[src/rtl/qam_pkg.sv]
// Shared constants for the QAM16 transmit chain.
// Latency: n/a (package only).
// Backpressure: n/a (package only).
package qam_pkg;

    // Default I/Q sample width and upsampling ratio of the transmit chain
    localparam int QAM_DW         = 3;
    localparam int QAM_UPS_FACTOR = 8;

    // Upsampler fill mode for the non-symbol phases
    localparam logic UPS_ZERO = 1'b0;
    localparam logic UPS_HOLD = 1'b1;

endpackage

[src/rtl/ups_phase_cnt.sv]
// Modulo-FACTOR phase counter with run enable and synchronous clear.
// Latency: ph_o / ph_zero_o change one clock after en_i / rst_i.
// Backpressure: none; free-running while en_i=1, parked at 0 otherwise.
module ups_phase_cnt #(
    parameter  int FACTOR = 8,
    localparam int CW     = $clog2(FACTOR)
) (
    input  logic          clk_i,
    input  logic          rst_i,
    input  logic          en_i,
    output logic [CW-1:0] ph_o,
    output logic          ph_zero_o
);

    localparam logic [CW-1:0] LAST = CW'(FACTOR - 1);

    logic [CW-1:0] ph_d, ph_q;
    logic          ph_zero_q;

    // Next phase: wrap at FACTOR-1, park at 0 whenever the block is idle
    always_comb begin
        ph_d = ph_q;
        if (!en_i) begin
            ph_d = '0;
        end else if (ph_q == LAST) begin
            ph_d = '0;
        end else begin
            ph_d = ph_q + 1'b1;
        end
    end

    // Phase register plus a flop-driven phase-0 flag, so in_ready is a single AND
    always_ff @(posedge clk_i) begin
        if (rst_i) begin
            ph_q      <= '0;
            ph_zero_q <= 1'b1;
        end else begin
            ph_q      <= ph_d;
            ph_zero_q <= (ph_d == '0);
        end
    end

    assign ph_o      = ph_q;
    assign ph_zero_o = ph_zero_q;

endmodule

[src/rtl/upsample_nx.sv]
// I/Q upsampler: one symbol per FACTOR clocks in, one sample per clock out (zero-insert or hold).
// Latency: 1 clock from the input/phase cycle to the registered output.
// Backpressure: in_ready only at phase 0 while enabled; output has no ready, a missing symbol flags underrun.
module upsample_nx
    import qam_pkg::*;
#(
    parameter int DW     = QAM_DW,
    parameter int FACTOR = QAM_UPS_FACTOR
) (
    input  logic                 clk,
    input  logic                 rst,
    input  logic                 en,
    input  logic                 mode,
    input  logic                 in_valid,
    output logic                 in_ready,
    input  logic signed [DW-1:0] in_i,
    input  logic signed [DW-1:0] in_q,
    output logic                 out_valid,
    output logic signed [DW-1:0] out_i,
    output logic signed [DW-1:0] out_q,
    output logic                 out_sym,
    output logic                 underrun,
    input  logic                 underrun_clr
);

    localparam int CW = $clog2(FACTOR);

    logic [CW-1:0] ph;
    logic          ph_zero;

    logic signed [DW-1:0] hold_i_d, hold_i_q;
    logic signed [DW-1:0] hold_q_d, hold_q_q;
    logic signed [DW-1:0] out_i_d, out_i_q;
    logic signed [DW-1:0] out_q_d, out_q_q;
    logic                 out_valid_d, out_valid_q;
    logic                 out_sym_d, out_sym_q;
    logic                 underrun_d, underrun_q;
    logic                 ur_set;

    ups_phase_cnt #(
        .FACTOR (FACTOR)
    ) u_phase (
        .clk_i     (clk),
        .rst_i     (rst),
        .en_i      (en),
        .ph_o      (ph),
        .ph_zero_o (ph_zero)
    );

    assign in_ready = en & ph_zero;

    // Next output sample, hold value and underrun flag for the current phase
    always_comb begin
        out_valid_d = en;
        out_i_d     = '0;
        out_q_d     = '0;
        out_sym_d   = 1'b0;
        hold_i_d    = hold_i_q;
        hold_q_d    = hold_q_q;
        ur_set      = 1'b0;
        if (!en) begin
            // Idle drops any partial symbol so a restart never replays stale data
            hold_i_d = '0;
            hold_q_d = '0;
        end else if (ph == '0) begin
            if (in_valid) begin
                out_i_d   = in_i;
                out_q_d   = in_q;
                out_sym_d = 1'b1;
                hold_i_d  = in_i;
                hold_q_d  = in_q;
            end else begin
                // Missing symbol: emit zeros for the whole slot, even in hold mode
                hold_i_d = '0;
                hold_q_d = '0;
                ur_set   = 1'b1;
            end
        end else if (mode == UPS_HOLD) begin
            out_i_d = hold_i_q;
            out_q_d = hold_q_q;
        end
        // A new underrun outranks a simultaneous clear
        underrun_d = ur_set | (underrun_q & ~underrun_clr);
    end

    // Output, hold and sticky flag registers
    always_ff @(posedge clk) begin
        if (rst) begin
            hold_i_q    <= '0;
            hold_q_q    <= '0;
            out_i_q     <= '0;
            out_q_q     <= '0;
            out_valid_q <= 1'b0;
            out_sym_q   <= 1'b0;
            underrun_q  <= 1'b0;
        end else begin
            hold_i_q    <= hold_i_d;
            hold_q_q    <= hold_q_d;
            out_i_q     <= out_i_d;
            out_q_q     <= out_q_d;
            out_valid_q <= out_valid_d;
            out_sym_q   <= out_sym_d;
            underrun_q  <= underrun_d;
        end
    end

    assign out_valid = out_valid_q;
    assign out_i     = out_i_q;
    assign out_q     = out_q_q;
    assign out_sym   = out_sym_q;
    assign underrun  = underrun_q;

endmodule

[config.mk]
export PLATFORM = sky130hd
export DESIGN_NAME = upsample_nx
export DESIGN_NICKNAME = d
export VERILOG_FILES = /design/src/rtl/qam_pkg.sv /design/src/rtl/ups_phase_cnt.sv /design/src/rtl/upsample_nx.sv
export SDC_FILE = /design/constraint.sdc
export NUM_CORES = 1
export LEC_CHECK = 0
export CORE_MARGIN = 1.5
export CORE_UTILIZATION = 46
export CTS_CLUSTER_SIZE = 28
export DETAILED_ROUTE_END_ITERATION = 16
export PLACE_DENSITY = 0.8
export SYNTH_ARGS = -nofsm -noshare
export SYNTH_HDL_FRONTEND = slang
export SYNTH_SLANG_ARGS = --single-unit
[constraint.sdc]
create_clock -name clk -period 4.45 [get_ports clk]
set_clock_uncertainty 0.2 [all_clocks]
set_input_delay 0.6675 -clock clk [delete_from_list [all_inputs] [get_ports clk]]
set_output_delay 0.6675 -clock clk [all_outputs]
set_load 0.02 [all_outputs]
# == Word-level counts from Yosys, hierarchy flattened ==
# Index checks and enable logic that the tools add are counted.
# totals
inputBits,12
register_bits,19
output_inout_bits,10
# classes
mux,12
bitwise,6
eq_ne,1
add_sub_neg,1
n_reduce_logical,4
# ops
cell,n
3-bit two-way mux,8
3-bit logical NOT,2
1-bit two-way mux,4
"3-bit by 1-bit adder with 3-bit output, second input constant",1
"3-bit equality test, second input constant",1
1-bit inverter,3
3-bit OR reduction,1
1-bit AND,2
2-bit OR reduction,1
1-bit OR,1

# == Logic depth before layout (Yosys ltp) ==
# Gate-level depths: netlist of run 1.
# logic_depth
word_depth,4
depth_mapped,7
ltp_nobuf,5

# == Cells and area by module ==
# From an unflattened synthesis of run 1, not the netlist that was laid out.
# hier_totals
hier_cells,51
hier_area_um2,650.6
# by_module_without_submodules
module,seq_area_each_um2,area_per_inst_um2,cells_per_inst,instances
upsample_nx,300.3,501.7,39,1
ups_phase_cnt,80.1,148.9,12,1

# == Worst setup path before layout of run 1 ==
# Ideal clock, no wire load.
# synth_path
path_type,input to output
from,in en
to,out in_ready
cell_stages,1
t_arrival_ns,0.878
path_slack_ns,2.705
path_cell_list,and2_1
# synth_via
elab_chain_cells,1
# synth_lines
item,line,rtl
start: declaration,upsample_nx.sv:12,"input logic en,"
1-bit AND,upsample_nx.sv:50,assign in_ready = en & ph_zero;
end: declaration,upsample_nx.sv:15,"output logic in_ready,"
# Every way passes these cells.

# == Final worst setup path of run 1 ==
# Same ends and word-level chain as after synthesis.

==> results.sh, run 1 <==
export IMPL_status="completed"
export IMPL_antenna_found_initial=0
export IMPL_dieArea_um2=1743
export IMPL_viasPerCell=5.029
export IMPL_worst_slack_ns=1.691
export IMPL_layout_nets=105
export IMPL_crit_path_end_kind="primary output"
export IMPL_p_int_mw=0.2298
export IMPL_cts_root_buf="clkbuf_4"
export IMPL_avgSynthCellArea_um2=10.16
export IMPL_wl_um=1251
export IMPL_grt_start_max_net_pins=12
export IMPL_fin_cells=104
export IMPL_setup_violations_final=0
export IMPL_ir_drop_mv=0.2581
export IMPL_rows=13
export IMPL_grt_pass1_wl_um=1994
export IMPL_cts_htree_levels=1
export IMPL_clock_path_buffers=2
export IMPL_power_mw=0.3023
export IMPL_synth_seq_cells=19
export IMPL_cp_start_kind="primary input"
export IMPL_cts_tree="yes"
export IMPL_p_leak_nw=0.3605
export IMPL_cts_hold_buf=0
export IMPL_via_count=523
export IMPL_synth_cell_types=18
export IMPL_yosysWarnings=0
export IMPL_grt_use_total=0.1545
export IMPL_place_hpwl_um=905.4
export IMPL_diodes=0
export IMPL_power_frac_comb=0.130
export IMPL_synth_simple_area_share=0.1812
export IMPL_cts_resized=0
export IMPL_crit_type="primary input to primary output"
export IMPL_clock_sinks=19
export IMPL_synth_fp_nets=83
export IMPL_pre_cts_ws_ns=1.690
export IMPL_period_share=0.6201
export IMPL_switching_share=0.2399
export IMPL_synth_main_ff_cell="dfxtp_1"
export IMPL_synth_cells=68
export IMPL_synth_top_area_share=0.5507
export IMPL_dr_pass1_iters=2
export IMPL_muxShareOfSynthArea=0
export IMPL_min_period_ns=2.759
export IMPL_synth_cell_area_um2=690.7
export IMPL_yosysTopAreaCell="dfxtp_1"
export IMPL_synth_top_family_by_area="simple AND/OR/NAND/NOR gates"
export IMPL_initial_utilization=0.5116
export IMPL_drv_slew=0
export IMPL_p_switching_mw=0.07252
export IMPL_synthAdderAreaFrac=0.05435
export IMPL_grt_busiest_layer="met2"
export IMPL_arrival_ns=1.89
export IMPL_dpl_cell_count=100
export IMPL_nFillCells=120
export IMPL_use_met3=0.08696
export IMPL_cap_violations=0
export IMPL_met1_usage=0.1667
export IMPL_ff_latch_area_um2=380.4
export IMPL_timing_fmax_mhz=362.4
export IMPL_hold_viol_final=0
export IMPL_path_clk_slew_ns=0.09
export IMPL_synth_xor_area_share=0
export IMPL_async_flop_share=0
export IMPL_rsz0062_at_grt="no"
export IMPL_core_area_um2=1350
export IMPL_worst_pin_slew_ns=0.5453
export IMPL_grt_pass1_vias=466
export IMPL_syn_to_final_growth_pct=32.43
export IMPL_cts_setup_buffers=0
export IMPL_chipHeight_um=41.75
export IMPL_maxSlewHeadroom=0.6357
export IMPL_yosysSeqAreaShare=0.5507
export IMPL_ant_nets=0
export IMPL_multi_input_area_um2=260.3
export IMPL_synth_edff_count=0
export IMPL_clk_latency_ns=0.29
export IMPL_min_path_type="flip-flop to flip-flop"
export IMPL_place_gp_congestion=0.6513
export IMPL_met2_usage=0.2531
export IMPL_wl_per_cell_um=12.03
export IMPL_power_frac_seq=0.589
export IMPL_clock_power_share=0.282
export IMPL_portBuffers=21
export IMPL_whs_ns=0.2565
export IMPL_cts_made_buffers=3
export IMPL_drt_iter0_markers=4
export IMPL_synth_area_top_cells="dfxtp_1 (55%), a22o_1 (7.6%), a21oi_1 (5.8%)"
export IMPL_overflow=0
export IMPL_drc=0
export IMPL_worstPathRequired_ns=3.58
export IMPL_io_pins=22
export IMPL_fp_dieW_um=41.75
export IMPL_timing_setup_tns_ns=0
export IMPL_crit_fanout=3
export IMPL_synth_compound_area_frac=0.1413
export IMPL_power_density_nw_per_um2=330.5
export IMPL_drive_gt1_frac=0.06742
-- cells in the mapped netlist, types with 2 or more instances --
cell type / count
nand2_1: 6
nand3_1: 6
inv_1: 3
ha_1: 3
a22o_1: 6
a21oi_1: 8
buf_2: 2
buf_6: 2
nor3_1: 2
and2_1: 2
nand2b_1: 3
dfxtp_1: 19
-- layer usage --
metal  vias up  wire [µm]
met5         -          0
met2        16        564
li1        273          -
met3         0         88
met1       234        598
met4         0          0
-- registers in the layout (all words and copies together) (netlist names), 3 cells and up --
signal,flops
hold_q_q,3
u_phase.ph_o,3
out_i,3
out_q,3
hold_i_q,3
-- critical path: stages --
cell and delay (ns):
clkdlybuf4s50_1 0.49, and2_1 0.13, clkdlybuf4s50_1 0.60
-- power by group through the flow --
stage          Combinational (mW)  Sequential, mW  Clock [mW]
6_report                   0.0392           0.178      0.0851
5_1_grt                    0.0424           0.179      0.0955
4_1_cts                    0.0395           0.178      0.0874
3_5_place_dp               0.0393           0.182           0
3_3_place_gp               0.0386           0.182           0
2_1_floorplan              0.0168           0.185           0
-- metrics by stage --
step                        util  area, µm²
after global routing      0.6775      914.6
final                     0.6775      914.6
after floorplan                -      690.7
after CTS                 0.6775      914.6
after detailed placement  0.6571      887.1
after global placement    0.6571      887.1
-- area by class of cell --
class,count,share of cell area
Sequential cell,19,0.4159
Multi-Input combinational cell,41,0.2845
Timing Repair Buffer,21,0.2298
Clock buffer,3,0.02462
Tap cell,15,0.02052
Inverter,4,0.01915
Clock inverter,1,0.005472
-- path summary, 6_finish.rpt --
check | startpoint | to | slack (ns) | depth (start not counted)
hold reg to reg | hold_i_q[2] | hold_i_q[2] | 0.26 | 2
hold / removal | hold_i_q[2] | hold_i_q[2] | 0.26 | 2
setup reg to reg | u_phase.ph_o[0] | out_i[2] | 2.70 | 5
setup / recovery | en | in_ready | 1.69 | 3
-- cell usage in the layout, fill, tap and decap left out, drive strengths merged --
cell and count:
dfxtp 19, inv 4, nand2b 3, and2 2, nand3b 1, a22o 6
nand3 6, nor3 2, clkdlybuf4s50 21, nor2b 1, ha 3, o21ai 1
nand2 6, clkinv 1, and3 2, a21oi 8, clkbuf 3
-- logic make-up after synthesis --
logic type                 Yosys count
and+or+nand+nor                     23
DFF                                 19
AOI/OAI and AO/OA                   15
buffers and inverters                8
adders and majority gates            3
No activity file was read; power rests on OpenSTA's default activity.
==> run 2: changes to the inputs <==
--- a/config.mk
+++ b/config.mk
@@ -6,10 +6,10 @@
 export NUM_CORES = 1
 export LEC_CHECK = 0
 export CORE_MARGIN = 1.5
-export CORE_UTILIZATION = 46
+export CORE_UTILIZATION = 43
 export CTS_CLUSTER_SIZE = 28
 export DETAILED_ROUTE_END_ITERATION = 16
-export PLACE_DENSITY = 0.8
+export PLACE_DENSITY = 0.75
 export SYNTH_ARGS = -nofsm -noshare
 export SYNTH_HDL_FRONTEND = slang
 export SYNTH_SLANG_ARGS = --single-unit
==> constraint.sdc (replaced) <==
create_clock -name clk -period 2.8 [get_ports clk]
set_clock_uncertainty 0.2 [all_clocks]
set_input_delay 0.42 -clock clk [delete_from_list [all_inputs] [get_ports clk]]
set_output_delay 0.42 -clock clk [all_outputs]
set_load 0.02 [all_outputs]
==> results.sh, run 2 (synthesis gave the netlist of run 1 again) <==
export IMPL_layout_nets=105
export IMPL_io_pins=22
export IMPL_maxSlewHeadroom=0.6376
export IMPL_cts_htree_levels=1
export IMPL_via_count=539
export IMPL_clock_path_buffers=2
export IMPL_arrival_ns=1.64
export IMPL_viasPerCell=5.133
export IMPL_timing_fmax_mhz=443.3
export IMPL_crit_top_cell="clkdlybuf4s50_1"
export IMPL_status="completed"
export IMPL_min_period_ns=2.256
export IMPL_fin_util=0.6096
export IMPL_p_leak_nw=0.3568
export IMPL_crit_slowest_cell="clkdlybuf4s50_1"
export IMPL_place_hpwl_um=923.4
export IMPL_cts_setup_buffers=0
export IMPL_cts_hold_buf=0
export IMPL_switching_share=0.2412
export IMPL_cts_made_buffers=3
export IMPL_crit_type="primary input to primary output"
export IMPL_path_delay_family="buffers and inverters"
export IMPL_ant_nets=0
export IMPL_grt_pass1_vias=468
export IMPL_crit_fanout=3
export IMPL_place_gp_congestion=0.6640
export IMPL_path_clk_slew_ns=0.10
export IMPL_power_density_nw_per_um2=525.7
export IMPL_postLayoutCellArea_um2=918.4
export IMPL_cp_slowest_stage_delay_ns=0.60
export IMPL_cts_root_buf="clkbuf_4"
export IMPL_final_common_cell="clkdlybuf4s50_1"
export IMPL_drive_gt1_frac=0.06742
export IMPL_clock_sinks=19
export IMPL_cts_resized=0
export IMPL_min_path_type="flip-flop to flip-flop"
export IMPL_nFillCells=146
export IMPL_crit_path_cell_trace="clkdlybuf4s50_1, and2_1, clkdlybuf4s50_1"
export IMPL_dr_pass1_iters=3
export IMPL_power_frac_comb=0.129
export IMPL_crit_path_end_kind="primary output"
export IMPL_clock_power_share=0.285
export IMPL_cp_start_kind="primary input"
export IMPL_power_mw=0.4828
export IMPL_cts_tree="yes"
export IMPL_final_cell_mix="clkdlybuf4s50_1 (21), dfxtp_1 (19), a21oi_1 (8)"
export IMPL_diodes=0
export IMPL_drv_slew=0
export IMPL_dpl_cell_count=101
export IMPL_hold_viol_final=0
export IMPL_grt_start_max_net_pins=13
export IMPL_power_frac_seq=0.586
export IMPL_grt_use_total=0.1573
export IMPL_chipHeight_um=43.08
export IMPL_rsz0062_at_grt="no"
export IMPL_drc=0
export IMPL_period_share=0.8057
export IMPL_clk_latency_ns=0.30
export IMPL_ir_drop_mv=0.2850
export IMPL_worst_pin_slew_ns=0.5424
export IMPL_initial_utilization=0.4585
export IMPL_cap_violations=0
export IMPL_fin_cells=105
export IMPL_core_area_um2=1506
export IMPL_grt_pass1_wl_um=2070
export IMPL_syn_to_final_growth_pct=32.97
export IMPL_p_switching_mw=0.1164
export IMPL_dieArea_um2=1855
export IMPL_fp_dieW_um=43.08
export IMPL_antenna_found_initial=0
export IMPL_timing_setup_tns_ns=0
export IMPL_path_buf_inv=2
export IMPL_overflow=0
export IMPL_placed_cell_area_um2=888.4
export IMPL_p_int_mw=0.3663
export IMPL_setup_violations_final=0
export IMPL_wl_um=1272
export IMPL_drt_iter0_markers=6
export IMPL_worstPathRequired_ns=2.18
export IMPL_wl_per_cell_um=12.11
export IMPL_portBuffers=21
export IMPL_rows=14
run 2: changes by cell type in the layout (fill, tap and decap cells not counted), sizes merged:
cell	change
clkinv	-1
clkinvlp	+1
run 2: routing by layer:
layer | wire length (µm) | up-vias | global-route usage
met1 | 608 | 242 | 0.1825
met5 | 0 | - | 0
met2 | 561 | 22 | 0.2394
li1 | - | 273 | -
met3 | 87 | 2 | 0.05532
met4 | 15 | 0 | 0.1091
run 2: power by group through the flow:
stage | registers, mW | logic (mW) | clock network, mW
finish | 0.283 | 0.0622 | 0.138
global route | 0.284 | 0.0670 | 0.164
CTS | 0.283 | 0.0628 | 0.144
detailed placement | 0.289 | 0.0624 | 0
global placement | 0.289 | 0.0614 | 0
floorplan | 0.294 | 0.0267 | 0
run 2: tightest hold or removal path: cells and delay by family, from the launching register on:
kind	cells	cell delay (ns)
AO/OA/AOI/OAI	1	0.05
flip-flops	1	0.32
AND/OR/NAND/NOR	1	0.05
run 2: layout make-up:
class	count	area, µm²	area share
Clock inverter	1	7.507	0.008174
Tap cell	16	20.02	0.02180
Clock buffer	3	22.52	0.02452
Inverter	4	17.52	0.01907
Multi-Input combinational cell	41	260.3	0.2834
Timing Repair Buffer	21	210.2	0.2289
Sequential cell	19	380.4	0.4142
run 2: metrics by stage:
step	hold WS [ns]	setup WS [ns]
6_report	0.2581	0.5442
5_1_grt	0.2828	0.5128
4_1_cts	0.2598	0.5399
3_5_place_dp	0.2439	0.5475
3_3_place_gp	0.2380	0.5576
2_1_floorplan	0.2298	1.144
run 2: final timing paths:
check                  start           to  slack [ns]  depth (start not counted)
max                       en     in_ready        0.54                          3
min              hold_i_q[0]  hold_i_q[0]        0.26                          2
max reg2reg  u_phase.ph_o[0]     out_i[1]        1.06                          5
min reg2reg      hold_i_q[0]  hold_i_q[0]        0.26                          2
==> run 3: changes to the inputs <==
--- a/config.mk
+++ b/config.mk
@@ -6,10 +6,10 @@
 export NUM_CORES = 1
 export LEC_CHECK = 0
 export CORE_MARGIN = 1.5
-export CORE_UTILIZATION = 43
+export CORE_UTILIZATION = 39
 export CTS_CLUSTER_SIZE = 28
 export DETAILED_ROUTE_END_ITERATION = 16
-export PLACE_DENSITY = 0.75
+export PLACE_DENSITY = 0.72
 export SYNTH_ARGS = -nofsm -noshare
 export SYNTH_HDL_FRONTEND = slang
 export SYNTH_SLANG_ARGS = --single-unit
==> constraint.sdc (replaced) <==
create_clock -name clk -period 1.9 [get_ports clk]
set_clock_uncertainty 0.2 [all_clocks]
set_input_delay 0.285 -clock clk [delete_from_list [all_inputs] [get_ports clk]]
set_output_delay 0.285 -clock clk [all_outputs]
set_load 0.02 [all_outputs]
==> results.sh, run 3 (synthesis gave the netlist of run 1 again) <==
export IMPL_p_leak_nw=0.3863
export IMPL_timing_setup_tns_ns=0
export IMPL_dieArea_um2=2032
export IMPL_drv_slew=0
export IMPL_overflow=0
export IMPL_worstPathRequired_ns=1.41
export IMPL_min_path_type="flip-flop to flip-flop"
export IMPL_diodes=0
export IMPL_path_delay_family="buffers and inverters"
export IMPL_crit_slowest_cell="clkdlybuf4s50_1"
export IMPL_power_density_nw_per_um2=751.0
export IMPL_status="completed"
export IMPL_min_period_ns=1.717
export IMPL_hold_viol_final=0
export IMPL_clock_path_buffers=2
export IMPL_p_int_mw=0.5451
export IMPL_ir_drop_mv=0.3684
export IMPL_worst_pin_slew_ns=0.2429
export IMPL_grt_pass1_wl_um=2007
export IMPL_arrival_ns=1.23
export IMPL_chipHeight_um=45.08
export IMPL_fp_dieW_um=45.08
export IMPL_crit_fanout=2
export IMPL_cap_violations=0
export IMPL_setup_violations_final=0
export IMPL_initial_utilization=0.4089
export IMPL_io_pins=22
export IMPL_switching_share=0.2387
export IMPL_cp_slowest_stage_delay_ns=0.61
export IMPL_viasPerCell=5.000
export IMPL_grt_use_total=0.1360
export IMPL_antenna_found_initial=0
export IMPL_drt_iter0_markers=5
export IMPL_rsz0062_at_grt="no"
export IMPL_dr_pass1_iters=2
export IMPL_syn_to_final_growth_pct=38.04
export IMPL_p_switching_mw=0.1709
export IMPL_final_cell_mix="clkdlybuf4s50_1 (20), dfxtp_1 (19), a21oi_1 (8)"
export IMPL_ant_nets=0
export IMPL_period_share=0.9036
export IMPL_crit_path_cell_trace="clkdlybuf4s50_1"
export IMPL_via_count=555
export IMPL_clock_power_share=0.278
export IMPL_crit_type="flip-flop to primary output"
export IMPL_fin_cells=111
export IMPL_grt_start_max_net_pins=12
export IMPL_wl_per_cell_um=11.33
export IMPL_cts_made_buffers=3
export IMPL_timing_fmax_mhz=582.5
export IMPL_layout_nets=110
export IMPL_power_frac_comb=0.139
export IMPL_path_clk_slew_ns=0.10
export IMPL_rows=15
export IMPL_power_frac_seq=0.582
export IMPL_cts_htree_levels=1
export IMPL_drc=0
export IMPL_crit_path_end_kind="primary output"
export IMPL_place_hpwl_um=980.5
export IMPL_cts_tree="yes"
export IMPL_wl_um=1258
export IMPL_drive_gt1_frac=0.1170
export IMPL_dpl_cell_count=107
export IMPL_cts_hold_buf=0
export IMPL_cp_start_kind="flip-flop"
export IMPL_path_buf_inv=1
export IMPL_grt_pass1_vias=493
export IMPL_portBuffers=21
export IMPL_cts_root_buf="clkbuf_4"
export IMPL_place_gp_congestion=0.6754
export IMPL_clock_sinks=19
export IMPL_final_common_cell="clkdlybuf4s50_1"
export IMPL_maxSlewHeadroom=0.8381
export IMPL_core_area_um2=1689
export IMPL_clk_latency_ns=0.29
## run 3: power by group through the flow
stage / clock network [mW] / logic (mW) / registers, mW
detailed placement: 0 / 0.102 / 0.426
global route: 0.225 / 0.109 / 0.418
global placement: 0 / 0.100 / 0.426
finish: 0.199 / 0.0999 / 0.417
CTS: 0.206 / 0.101 / 0.417
floorplan: 0 / 0.0394 / 0.434
## run 3: layout make-up
cell class                 instances  area [µm²]
inverter                           4       17.52
timing repair buffer              26       246.5
clock inverter                     1       5.005
clock buffer                       3       22.52
multi-input combinational         41       260.3
sequential                        19       380.4
tap                               17       21.27
fill                             154       735.7
## run 3: final timing paths
check	from	to	slack (ns)	cells past startpoint
worst max-delay path	underrun	underrun	0.18	1
worst max register to register	u_phase.ph_o[0]	out_q[1]	0.39	5
worst min register to register	hold_q_q[1]	hold_q_q[1]	0.26	2
worst min-delay path	hold_q_q[1]	hold_q_q[1]	0.26	2
## run 3: tightest hold or removal path, stage by stage, from the launching register on
cell and delay [ns]:
dfxtp_1 0.32, nand2_1 0.05, a21oi_1 0.05
## run 3: per-layer routing
metal	global-route usage	share of wire
met1	0.1621	0.45
met2	0.2314	0.50
met4	0.03529	0
met3	0.04800	0.052
met5	0	0
## run 3: what timing repair did
item                       CTS  global route
setup endpoints to repair    1             0
buffers inserted             0             0
resized for setup            1             0
## run 3: per-stage QoR
| step | hold WS [ns] | worst slack (ns) | total power [mW] | utilization | instance area [µm²] |
|---|---|---|---|---|---|
| CTS | 0.2578 | 0.1594 | 0.7240 | 0.5644 | 953.4 |
| detailed placement | 0.2422 | -0.06035 | 0.5278 | 0.5489 | 927.1 |
| finish | 0.2556 | 0.1832 | 0.7160 | 0.5644 | 953.4 |
| global route | 0.2821 | 0.1216 | 0.7516 | 0.5644 | 953.4 |
| floorplan | 0.1541 | 0.2445 | 0.4733 | - | 690.7 |
| global placement | 0.2377 | -0.04497 | 0.5261 | 0.5489 | 927.1 |
